`config.mk`:
```
export PLATFORM = sky130hd
export DESIGN_NAME = instr_chain_loader
export DESIGN_NICKNAME = d
export VERILOG_FILES = /design/src/rtl/instr_chain_loader.sv
export SDC_FILE = /design/constraint.sdc
export NUM_CORES = 1
export LEC_CHECK = 0
export BUFFER_PORTS_ARGS = -buffer_cell sky130_fd_sc_hd__buf_2
export CORE_MARGIN = 4
export CORE_UTILIZATION = 33
export CTS_BUF_LIST = sky130_fd_sc_hd__clkbuf_8
export CTS_CLUSTER_DIAMETER = 40
export CTS_CLUSTER_SIZE = 16
export DETAILED_ROUTE_END_ITERATION = 8
export PLACE_DENSITY = 0.63
export SKIP_CTS_REPAIR_TIMING = 1
export SLEW_MARGIN = 20
export SYNTH_ARGS = -nofsm -noshare
export SYNTH_HDL_FRONTEND = slang
export SYNTH_SLANG_ARGS = --single-unit
```
`constraint.sdc`:
```
create_clock -name clk -period 1.95 [get_ports clk]
set_clock_uncertainty 0.15 [all_clocks]
set_input_delay 0.2925 -clock clk [delete_from_list [all_inputs] [get_ports clk]]
set_output_delay 0.2925 -clock clk [all_outputs]
set_load 0.02 [all_outputs]
```
`src/rtl/instr_chain_loader.sv`:
```
// instr_chain_loader: head-of-chain master for the cell array instruction
// load daisy chain and the call/ret handshake.
// Sequence per run: pulse array reset, stream (hops, addr, data) words into
// the chain one per cycle, let the chain drain, issue one call pulse, then
// wait for the aggregated ret from the array.
// Optional build macro: LOADER_TIMEOUT_EN adds a ret watchdog that ends the
// run in ERROR after TIMEOUT_CYCLES cycles without ret_in.
module instr_chain_loader #(
    parameter int INSTR_DATA_WIDTH = 32,
    parameter int INSTR_ADDR_WIDTH = 6,
    parameter int INSTR_HOPS_WIDTH = 4,
    parameter int ARRAY_RST_CYCLES = 4,
    parameter int DRAIN_CYCLES     = 16,
    parameter int TIMEOUT_CYCLES   = 65535
) (
    input  logic                        clk,
    input  logic                        rst_n,
    input  logic                        start,
    input  logic                        s_valid,
    output logic                        s_ready,
    input  logic [INSTR_DATA_WIDTH-1:0] s_data,
    input  logic [INSTR_ADDR_WIDTH-1:0] s_addr,
    input  logic [INSTR_HOPS_WIDTH-1:0] s_hops,
    input  logic                        s_last,
    output logic [INSTR_DATA_WIDTH-1:0] instr_data_out,
    output logic [INSTR_ADDR_WIDTH-1:0] instr_addr_out,
    output logic [INSTR_HOPS_WIDTH-1:0] instr_hops_out,
    output logic                        instr_en_out,
    output logic                        array_rst_n,
    output logic                        call_out,
    input  logic                        ret_in,
    output logic                        busy,
    output logic                        done,
    output logic                        error
);

    typedef enum logic [2:0] {
        IDLE,
        RESET_ARRAY,
        LOAD,
        DRAIN,
        CALL,
        WAIT_RET,
        DONE,
        ERROR
    } state_t;

    localparam logic [31:0] RST_LAST   = 32'(ARRAY_RST_CYCLES - 1);
    // DRAIN is entered on the cycle the last strobe is driven; counting up to
    // DRAIN_CYCLES leaves DRAIN_CYCLES idle chain cycles before the call.
    localparam logic [31:0] DRAIN_LAST = 32'(DRAIN_CYCLES);
`ifdef LOADER_TIMEOUT_EN
    localparam logic [31:0] TO_LAST    = 32'(TIMEOUT_CYCLES - 1);
`endif

    state_t state_q, state_d;
    logic [31:0] cnt_q, cnt_d;

    logic [INSTR_DATA_WIDTH-1:0] data_q;
    logic [INSTR_ADDR_WIDTH-1:0] addr_q;
    logic [INSTR_HOPS_WIDTH-1:0] hops_q;
    logic                        en_q;
    logic                        arst_n_q;
    logic                        accept;

    assign s_ready = (state_q == LOAD);
    assign accept  = s_valid && s_ready;

    // Next-state and phase counter; the counter clears whenever the state changes.
    always_comb begin
        state_d = state_q;
        cnt_d   = '0;
        unique case (state_q)
            IDLE, DONE, ERROR: begin
                if (start) state_d = RESET_ARRAY;
            end
            RESET_ARRAY: begin
                if (cnt_q == RST_LAST) state_d = LOAD;
                else                   cnt_d   = cnt_q + 32'd1;
            end
            LOAD: begin
                if (accept && s_last) state_d = DRAIN;
            end
            DRAIN: begin
                if (cnt_q == DRAIN_LAST) state_d = CALL;
                else                     cnt_d   = cnt_q + 32'd1;
            end
            CALL: begin
                state_d = WAIT_RET;
            end
            WAIT_RET: begin
                if (ret_in) begin
                    state_d = DONE;
                end
`ifdef LOADER_TIMEOUT_EN
                else if (cnt_q == TO_LAST) begin
                    state_d = ERROR;
                end else begin
                    cnt_d = cnt_q + 32'd1;
                end
`endif
            end
            default: state_d = IDLE;
        endcase
    end

    // State and counter registers.
    always_ff @(posedge clk) begin
        if (!rst_n) begin
            state_q <= IDLE;
            cnt_q   <= '0;
        end else begin
            state_q <= state_d;
            cnt_q   <= cnt_d;
        end
    end

    // Chain word register: one-cycle latency, fields forced to zero without a strobe.
    always_ff @(posedge clk) begin
        if (!rst_n) begin
            en_q   <= 1'b0;
            data_q <= '0;
            addr_q <= '0;
            hops_q <= '0;
        end else begin
            en_q   <= accept;
            data_q <= accept ? s_data : '0;
            addr_q <= accept ? s_addr : '0;
            hops_q <= accept ? s_hops : '0;
        end
    end

    // Registered array reset: low while in RESET_ARRAY and during rst_n.
    always_ff @(posedge clk) begin
        if (!rst_n) arst_n_q <= 1'b0;
        else        arst_n_q <= (state_d != RESET_ARRAY);
    end

    assign instr_data_out = data_q;
    assign instr_addr_out = addr_q;
    assign instr_hops_out = hops_q;
    assign instr_en_out   = en_q;
    assign array_rst_n    = arst_n_q;
    assign call_out       = (state_q == CALL);
    assign busy           = !(state_q inside {IDLE, DONE, ERROR});
    assign done           = (state_q == DONE);
`ifdef LOADER_TIMEOUT_EN
    assign error          = (state_q == ERROR);
`else
    assign error          = 1'b0;
`endif

endmodule

```
After elaboration in Yosys (flattened, before gate mapping)
Cells that the tools add are included.
{"block": "totals", "latchBits": 0, "ramBits": 0, "regBits": 79, "mem_count": 0, "in_bits": 48, "out_inout_bits": 49, "mem_bits_ro": 0, "wordCells": 34}
{"block": "op_classes", "magnitude_cmp": 0, "n_reduce_logical": 7, "n_eq_ne": 10, "n_bitwise": 0, "n_mul": 0, "n_div": 0, "shift": 0, "n_addsub": 1, "muxes": 9}
{"cell": "$mux W32", "n": 2}
{"cell": "$pmux W32 S2", "n": 1}
{"cell": "$add A32 B1 Y32 const B", "n": 1}
{"cell": "$eq A32 B2 Y1 const B", "n": 1}
{"cell": "$eq A32 B5 Y1 const B", "n": 1}
{"cell": "$pmux W3 S6", "n": 1}
{"cell": "$mux W3", "n": 5}
{"cell": "$eq A3 B3 Y1 const B", "n": 4}
{"cell": "$eq A3 B2 Y1 const B", "n": 2}
{"cell": "$eq A3 B1 Y1 const B", "n": 1}
{"cell": "$logic_not A3 Y1", "n": 1}
{"cell": "$ne A3 B1 Y1 const B", "n": 1}
{"cell": "$reduce_bool A3 Y1", "n": 1}
{"cell": "$reduce_or A3 Y1", "n": 1}
{"cell": "$logic_and A1 B1 Y1", "n": 2}
{"cell": "$reduce_and A2 Y1", "n": 1}
{"cell": "$logic_not A1 Y1", "n": 1}

Depth between registers and ports, before layout
Gate-level depths: netlist of run 1.
{"block": "depth", "word_depth": 6, "mapped_depth": 7, "mapped_depth_nobuf": 6}

Worst setup path before layout of run 1
OpenSTA, ideal clock, no wires.
{"block": "synth_timing", "path_type": "register to register", "from": "register state_q[0]", "to": "register data_q[22], in the netlist instr_data_out[22]", "arrival_time_ps": 1776, "path_stages_with_launch": 7, "path_buffers": 3, "setup_ps": 59, "required_time_ps": 1741, "path_slack_ps": -35, "period_less_slack_ps": 1985, "cell_sequence": "dfxtp_1 -> clkbuf_1 -> nor3b_1 -> and3_1 -> clkbuf_1 -> clkbuf_1 -> and2_1"}
{"block": "synth_between", "elab_chain_len": 3}
{"element": "start, declared", "line_no": "56", "source": "state_t state_q, state_d;"}
{"element": "start signal, assigned", "line_no": "113", "source": "state_q <= state_d;"}
{"element": "$eq A3 B2 Y1", "line_no": "66", "source": "assign s_ready = (state_q == LOAD);"}
{"element": "via s_ready", "line_no": "20", "source": "output logic s_ready,"}
{"element": "$logic_and A1 B1 Y1", "line_no": "67", "source": "assign accept = s_valid && s_ready;"}
{"element": "$reduce_and A2 Y1 (no line)"}
{"element": "end signal, assigned", "line_no": "127", "source": "data_q <= accept ? s_data : '0;"}
{"element": "end, declared", "line_no": "59", "source": "logic [INSTR_DATA_WIDTH-1:0] data_q;"}
The timed path passes the listed nets, and every way through them passes these cells.
A chain may end at the register's enable or synchronous reset.

Final worst setup path of run 1
{"block": "layout_timing", "from": "register cnt_q[1]", "to": "register cnt_q[26]"}
{"block": "layout_between", "elab_chain_len": 3, "word_cells_on_any_way": 6, "classes_between": "1 x add/sub; 2 x eq/ne; 3 x mux"}
{"element": "start, declared", "line_no": "57", "source": "logic [31:0] cnt_q, cnt_d;"}
{"element": "start signal, assigned", "line_no": "114", "source": "cnt_q <= cnt_d;"}
{"element": "$add A32 B1 Y32, or another cell as far along", "line_no": "79, 86"}
{"element": "$mux W32 (on tied branches)", "line_no": "85, 78"}
{"element": "$pmux W32 S2 (*)", "line_no": "73", "source": "unique case (state_q)"}
Mark *: on every way between the ends. The rest lies on a longest branch, timed or not.

==> run_results.csv, run 1 <==
group,metric,value,unit
outcome,outcome,"complete, but fails checks",
outcome,violations,"negative hold slack",
timing,rsz0062_at_grt,"yes",
worst_setup_path,critical_path.max_stage_delay,0.45,ns
detailed_routing,wl_met3,748,microns
worst_hold_path,whs_endpoint,"instr_data_out[1]",
pwr,combinationalPowerShare,5.1,%
grt,gr-total-overflow,0,
clocking,cts_sinks,79,
synth,synth_edf_count,0,
pwr,peakVddDrop,0.439,mV
pwr,p_clk_share,39.3,%
worst_setup_path,path_class,"register to register",
worst_setup_path,reg2reg_depth,6,
timing,min_period,1.90,ns
synth,syn_inst,303,
detailed_routing,via_per_inst,4.58,
synth,synth.area.top_cells,"dfxtp_1, and2_1, xor2_1, nor2_1, xnor2_1",
die,die_h,103,microns
worst_setup_path,critPathSlowestCell,"or3_4",
clocking,htreeDepth,3,
detailed_routing,top_layer_used,"met4",
grt,grt_pass1_vias,2341,
detailed_routing,wl_met2,3.40,mm
timing,final-setup-viol-count,0,
timing,hold_ws,-0.0145,ns
pwr,power,0.00292,W
die,start_util,34.0,%
layout,design_area,4300,sq um
detailed_routing,met1_length,3.07,mm
pwr,net-switching-power,0.000720,W
worst_setup_path,r2r_end,"cnt_q[26]",
detailed_routing,dr.pass1.iters,4,
synth,ys_warn_count,0,
synth,seq_area_frac_synth,53.1,%
placed_design,gp_congestion,0.753,
grt,grt_max_degree,44,
clocking,cts_buffer_depth,2,
die,die-area,10600,sq um
layout,fillers,809,
worst_setup_path,cp.arrival,2.00,ns
worst_hold_path,worstHoldPathCells,2,
grt,grt_pass1_wl,10.7,mm
worst_setup_path,reg2reg_from,"cnt_q[1]",
pwr,p_sw_share,24.7,%
clocking,cts_buffers,9,
layout,diodes,0,
clocking,clk_latency,0.35,ns
synth,ys_ff_latch,79,
clocking,path_clk_slew,0.08,ns
layout,fin_util,49.1,%
synth,netlist_area,2980,sq um
timing,period_share,97.6,%
layout,multiInputGateArea,1390,sq um
timing,hold_viol_final,3,
worst_hold_path,hold_path.class,"input port to register",
layout,nNetsFinal,499,
die,top_level_ports,97,
synth,ys.flop_type,"dfxtp_1",
placed_design,dp.cells,515,
placed_design,hpwl,4.97,mm
synth,synthArstFlopShare,0,%
worst_setup_path,cp-end-kind,"register",
die,num_rows,34,
detailed_routing,drtAntennaViolNets,0,
detailed_routing,vias,2575,
layout,area_delta_synth_final,44.4,%
die,dieWidth,103,microns
placed_design,placed_cell_area,3730,sq um
detailed_routing,routedWlPerCell,13.1,microns
synth,synth.most_common_cell,"dfxtp_1",
synth,ys_types,44,
layout,drive_gt1_share,35.7,%
worst_setup_path,start_kind,"register",
clocking,cts_tree,"done",
worst_setup_path,crit_path_cell_trace,"ha_1 > nand2_1 > or3_4 > nor4_2 > xnor2_1 > nor2_2",
worst_setup_path,crit_fanout,4,
worst_setup_path,cp.required,2.04,ns
timing,max_freq,0.526,GHz
worst_hold_path,worstHoldStart,"s_data[1]",
pwr,intPower,0.00220,W
synth,syn_avg_cell_area,9.83,sq um
detailed_routing,wl,7.38,mm
pwr,power_density,678,nW/um^2
synth,syn-num-nets,353,
placed_design,port_buffers,95,
layout,register_area,1590,sq um
die,coreArea,8760,sq um
pwr,power.leakage,1.90,nW
worst_setup_path,reg2reg_slack,0.05,ns
run,maxCapViolCount,0,
detailed_routing,drtIter0Drc,98,
synth,synth_commonest_cells,"dfxtp_1, and2_1, nor2_1",
grt,antenna_found_initial,0,
synth,yosysTopAreaCell,"dfxtp_1",
timing,slew_viol_final,0,
clocking,clock-root-buffer,"clkbuf_8",
synth,synth_top_area_share,53.1,%
detailed_routing,drc,0,
grt,track_usage,13.0,%
layout,final_cells,562,
pwr,seqPwrFrac,55.6,%
state kept, by name (all words and copies together) (netlist names):
name / cells
state_q: 3
instr_en_out: 1
cnt_q: 32
array_rst_n: 1
instr_hops_out: 4
instr_data_out: 32
instr_addr_out: 6
power groups by stage:
stage	logic, W	clock network (W)	registers (W)
2_1_floorplan	0.0000398	0	0.00166
3_3_place_gp	0.000102	0	0.00166
3_5_place_dp	0.000103	0	0.00166
4_1_cts	0.000103	0.00117	0.00162
5_1_grt	0.000167	0.00124	0.00162
6_report	0.000150	0.00115	0.00162
cells in the final DEF, fill, tap and decap left out, types with 2 or more instances in the layout:
master	synthesis	routed
a21oi_1	4	4
and2_1	44	44
dfxtp_1	79	76
nor4_4	0	2
and4_1	4	4
ha_1	2	2
a21boi_0	2	2
buf_2	5	95
buf_4	1	23
inv_6	0	3
dfxtp_2	0	3
nor3b_2	0	2
nor3b_1	4	2
nand3_1	13	13
dlygate4sd3_1	0	30
xnor2_1	11	11
nand4_1	11	11
nor3_1	5	5
nor2_2	3	3
clkinvlp_4	0	2
clkbuf_8	0	9
nand2_1	14	14
inv_1	6	6
nor2_1	33	33
nor4_2	0	7
buf_12	0	2
and3_1	3	3
xor2_1	18	18
o21ai_0	2	2
kinds of logic (layout without fill, tap and decap cells):
group,Yosys count,count (layout),share of synthesized area [%]
and+or+nand+nor,156,156,30.7
DFF,79,79,53.1
xor gates and xnor gates,29,29,8.53
buffers and inverters,21,172,3.23
AOI/OAI and AO/OA,15,15,3.53
adders and majority gates,2,2,0.840
other,1,1,0.126
layout make-up:
class                           count  area share [%]
Tap cell                          108            3.14
Timing Repair Buffer              150            23.0
Inverter                            6           0.524
Clock buffer                        9            2.88
Multi-Input combinational cell    203            32.2
Sequential cell                    79            36.9
Clock inverter                      7            1.43
critical path, delay by kind of cell, from the launching register on:
family	cells	cell delay [ns]
and+or+nand+nor	4	0.95
DFF	1	0.35
xor gates and xnor gates	1	0.18
adders and majority gates	1	0.17
per-layer routing:
layer	vias up	global-route usage, %
met5	-	0
met4	0	6.67
met3	13	6.36
met2	97	18.8
met1	1160	16.0
li1	1305	-
metrics by stage:
step | setup WS (ns) | setup TNS (ns)
floorplan | 0.118 | 0
global placement | 0.0668 | 0
detailed placement | 0.0193 | 0
CTS | -0.00852 | -0.0105
global route | -0.0727 | -0.119
finish | 0.0477 | 0
how the worst max path moves through the flow:
stage / cells past startpoint / start / to
3_5_place_dp: 6 / cnt_q[14] / cnt_q[31]
2_1_floorplan: 6 / cnt_q[0] / cnt_q[26]
3_3_place_gp: 6 / cnt_q[22] / cnt_q[20]
5_1_grt: 6 / cnt_q[1] / cnt_q[26]
4_1_cts: 6 / cnt_q[14] / cnt_q[31]
6_report: 6 / cnt_q[1] / cnt_q[26]
No activity file was read; power rests on OpenSTA's default activity.
==> inputs of run 2 (changes only) <==
--- a/config.mk
+++ b/config.mk
@@ -9,3 +9,3 @@
 export CORE_MARGIN = 4
-export CORE_UTILIZATION = 33
+export CORE_UTILIZATION = 47
 export CTS_BUF_LIST = sky130_fd_sc_hd__clkbuf_8
@@ -14,3 +14,3 @@
 export DETAILED_ROUTE_END_ITERATION = 8
-export PLACE_DENSITY = 0.63
+export PLACE_DENSITY = 0.83
 export SKIP_CTS_REPAIR_TIMING = 1
==> constraint.sdc (replaced) <==
create_clock -name clk -period 1.95 [get_ports clk]
set_clock_uncertainty 0.15 [all_clocks]
set_input_delay 0.39 -clock clk [delete_from_list [all_inputs] [get_ports clk]]
set_output_delay 0.39 -clock clk [all_outputs]
set_load 0.02 [all_outputs]
==> run_results.csv, run 2 (synthesis results as in run 1) <==
group,metric,value,unit
clocking,cts_tree,"done",
layout,fillers,448,
placed_design,dp.cells,474,
placed_design,gp_congestion,0.878,
detailed_routing,dr.pass1.iters,4,
die,die-area,7680,sq um
layout,diodes,0,
clocking,path_clk_slew,0.09,ns
detailed_routing,wl_met3,636,microns
die,start_util,49.4,%
timing,period_share,100,%
layout,nNetsFinal,463,
pwr,power_density,754,nW/um^2
timing,max_freq,0.511,GHz
pwr,peakVddDrop,0.607,mV
outcome,violations,"negative setup slack",
timing,slew_viol_final,0,
detailed_routing,wl,7.03,mm
die,dieWidth,87.6,microns
clocking,clock-root-buffer,"clkbuf_8",
worst_setup_path,crit_path_cell_trace,"nor4_4 > nand4_1 > or2_4 > o211ai_4 > clkbuf_16 > nor2_1",
grt,antenna_found_initial,0,
outcome,outcome,"complete, but fails checks",
detailed_routing,drc,0,
die,top_level_ports,97,
placed_design,hpwl,4.95,mm
run,maxCapViolCount,0,
grt,gr-total-overflow,0,
timing,rsz0062_at_grt,"yes",
clocking,cts_buffer_depth,2,
detailed_routing,drtIter0Drc,127,
detailed_routing,drtAntennaViolNets,0,
clocking,clk_latency,0.34,ns
worst_setup_path,critical_path.max_stage_delay,0.36,ns
detailed_routing,met1_length,2.81,mm
worst_hold_path,hold_path.class,"input port to register",
worst_setup_path,cp-end-kind,"register",
die,num_rows,28,
grt,track_usage,18.2,%
layout,final_cells,493,
detailed_routing,vias,2468,
worst_setup_path,critPathSlowestCell,"dfxtp_2",
timing,min_period,1.96,ns
placed_design,placed_cell_area,3620,sq um
timing,hold_viol_final,0,
worst_setup_path,cp.required,2.04,ns
pwr,power.leakage,1.75,nW
grt,grt_pass1_vias,2377,
placed_design,post-place-ws,-0.00533,ns
clocking,htreeDepth,3,
timing,final-setup-viol-count,6,
worst_setup_path,crit_fanout,8,
detailed_routing,via_per_inst,5.01,
worst_setup_path,reg2reg_depth,6,
die,die_h,87.6,microns
detailed_routing,routedWlPerCell,14.3,microns
timing,worst_slack,-0.00547,ns
layout,area_delta_synth_final,33.4,%
layout,design_area,3980,sq um
worst_setup_path,cp.arrival,2.04,ns
clocking,cts_buffers,9,
grt,grt_pass1_wl,10.8,mm
layout,drive_gt1_share,39.5,%
layout,final_cell_mix,"buf_2, dfxtp_1, and2_1",
detailed_routing,top_layer_used,"met4",
worst_hold_path,worstHoldPathCells,2,
die,coreArea,6030,sq um
detailed_routing,wl_met2,3.52,mm
worst_setup_path,start_kind,"register",
worst_setup_path,path_class,"register to register",
placed_design,port_buffers,95,
grt,grt_max_degree,44,
layout,final_common_cell,"buf_2",
clocking,cts_sinks,79,
-- run 2: cell count changes in the layout (fill, tap and decap cells not counted), moves of 2 or more --
cell	before	now
nor4_1	0	2
dlygate4sd3_1	30	0
dfxtp_1	76	68
dfxtp_2	3	10
buf_4	23	15
-- run 2: metrics by stage --
stage	utilization, %	hold slack [ns]	power, W	TNS, ns
global route	66.0	0.0670	0.00310	-2.27
finish	66.0	0.0874	0.00300	-0.0137
floorplan	-	0.280	0.00170	0
CTS	63.6	0.0741	0.00301	-0.197
detailed placement	60.2	0.321	0.00176	-0.00601
global placement	60.2	0.288	0.00175	0
-- run 2: final cells by class --
class                      instances  area, sq um  area share [%]
sequential                        79         1600            40.2
multi-input combinational        203         1390            34.9
timing repair buffer             114          664            16.7
clock buffer                      10          138            3.46
tap                               75         93.8            2.36
clock inverter                     6         72.6            1.83
inverter                           6         22.5           0.567
-- run 2: layer usage --
layer  up-vias  global-route usage (%)
met3         8                    8.84
li1       1232                       -
met4         0                    7.11
met5         -                       0
met2        89                    29.5
met1      1139                    20.5
-- run 2: path summary, 6_finish.rpt --
path	start	endpoint	slack, ns
worst max-delay path	cnt_q[6]	cnt_q[12]	-0.005
worst min register to register	cnt_q[0]	cnt_q[0]	0.29
worst max register to register	cnt_q[6]	cnt_q[12]	-0.005
worst min-delay path	s_data[27]	instr_data_out[27]	0.09
-- run 2: worst max-delay path: cells and delay by family, from the launching register on --
family | cells | cell delay [ns]
AOI/OAI and AO/OA | 1 | 0.26
DFF | 1 | 0.36
buffers and inverters | 1 | 0.22
and+or+nand+nor | 4 | 0.87
-- run 2: report_power, final --
part | internal, W | total, W | switching, W
Sequential | 0.00162 | 0.00162 | 0.00000620
Clock | 0.000645 | 0.00126 | 0.000620
Combinational | 0.0000598 | 0.000111 | 0.0000510
==> inputs of run 3 (changes only) <==
CORE_UTILIZATION = 40   (was 47)
PLACE_DENSITY = 0.73   (was 0.83)
==> run_results.csv, run 3 (synthesis results as in run 1) <==
group,metric,value,unit
worst_setup_path,critical_path.max_stage_delay,0.36,ns
detailed_routing,wl,6.93,mm
worst_setup_path,reg2reg_slack,0.00001,ns
clocking,clock-root-buffer,"clkbuf_8",
timing,final-setup-viol-count,0,
placed_design,hpwl,4.76,mm
layout,nNetsFinal,466,
layout,area_delta_synth_final,37.5,%
timing,period_share,100,%
grt,grt_pass1_wl,10.4,mm
worst_hold_path,worstHoldPathCells,2,
die,num_rows,31,
worst_setup_path,cp-end-kind,"register",
timing,worst_slack,0.00000955,ns
worst_setup_path,path_class,"register to register",
pwr,power_density,756,nW/um^2
grt,grt_pass1_vias,2422,
clocking,cts_buffer_depth,2,
pwr,power.leakage,1.81,nW
run,maxCapViolCount,0,
worst_setup_path,r2r_end,"cnt_q[13]",
clocking,cts_tree,"done",
detailed_routing,via_per_inst,4.87,
worst_hold_path,worstHoldStart,"s_data[14]",
placed_design,port_buffers,95,
layout,final_common_cell,"buf_2",
timing,max_freq,0.513,GHz
detailed_routing,drtAntennaViolNets,0,
worst_setup_path,reg2reg_depth,6,
detailed_routing,drtIter0Drc,75,
pwr,peakVddDrop,0.576,mV
worst_hold_path,hold_path.class,"input port to register",
clocking,cts_buffers,9,
timing,hold_viol_final,0,
grt,grt_max_degree,44,
detailed_routing,routedWlPerCell,13.3,microns
grt,gr-total-overflow,0,
worst_setup_path,cp.required,2.05,ns
die,start_util,41.1,%
worst_setup_path,crit_path_cell_trace,"nor4_2 > nand4_1 > or2_4 > o211ai_4 > clkbuf_16 > nor2_1",
outcome,outcome,"finished clean",
layout,fin_util,56.5,%
timing,hold_ws,0.0769,ns
worst_setup_path,reg2reg_from,"cnt_q[6]",
detailed_routing,vias,2533,
die,die_h,94.3,microns
grt,track_usage,14.9,%
die,coreArea,7250,sq um
placed_design,gp_congestion,0.836,
layout,diodes,0,
die,dieWidth,94.3,microns
worst_hold_path,whs_endpoint,"instr_data_out[14]",
detailed_routing,dr.pass1.iters,4,
layout,final_cell_mix,"buf_2, dfxtp_1, and2_1",
worst_setup_path,start_kind,"register",
die,top_level_ports,97,
layout,drive_gt1_share,41.3,%
timing,tns,0,ns
clocking,cts_sinks,79,
timing,slew_viol_final,0,
placed_design,post-place-ws,-0.00462,ns
die,die-area,8890,sq um
timing,rsz0062_at_grt,"yes",
worst_setup_path,crit_fanout,8,
detailed_routing,drc,0,
clocking,htreeDepth,3,
grt,antenna_found_initial,0,
timing,min_period,1.95,ns
clocking,path_clk_slew,0.09,ns
clocking,clk_latency,0.35,ns
worst_setup_path,critPathSlowestCell,"dfxtp_2",
worst_setup_path,cp.arrival,2.05,ns
[run 3: critical path, delay by kind of cell (launching register included)]
kind,cells,cell delay [ns]
AND/OR/NAND/NOR,4,0.82
buffers and inverters,1,0.23
flip-flops,1,0.36
AO/OA/AOI/OAI,1,0.28
[run 3: stage by stage]
stage | total power (W) | instance area, sq um | cells
floorplan | 0.00170 | 2980 | 303
global placement | 0.00175 | 3650 | 498
detailed placement | 0.00176 | 3650 | 498
CTS | 0.00312 | 3880 | 514
global route | 0.00321 | 4100 | 520
finish | 0.00309 | 4100 | 520
[run 3: metal layers]
metal / up-vias / share of wire (%) / global-route usage, %
met1: 1184 / 40 / 17.1
met3: 8 / 12 / 9.13
met5: - / 0 / 0
met4: 0 / 1.4 / 4.57
met2: 106 / 47 / 23.2
li1: 1235 / - / -
[run 3: power breakdown]
group	internal, W	total [W]	switching (W)
registers	0.00161	0.00162	0.00000627
clock network	0.000736	0.00136	0.000629
logic	0.0000597	0.000110	0.0000507
[run 3: cell type report]
cell class	count	area, sq um
Clock inverter	7	104
Clock buffer	9	124
Fill cell	633	3160
Inverter	6	22.5
Tap cell	99	124
Sequential cell	79	1600
Timing Repair Buffer	117	687
Multi-Input combinational cell	203	1430
[run 3: how the worst max path moves through the flow]
stage / start / to / slack (ns) / depth (start not counted)
2_1_floorplan: cnt_q[0] / cnt_q[26] / 0.12 / 6
3_3_place_gp: cnt_q[21] / cnt_q[14] / 0.04 / 6
3_5_place_dp: cnt_q[21] / cnt_q[12] / -0.005 / 6
4_1_cts: cnt_q[21] / cnt_q[12] / -0.03 / 6
5_1_grt: cnt_q[3] / cnt_q[9] / -0.06 / 6
6_report: cnt_q[6] / cnt_q[13] / 0.00001 / 6
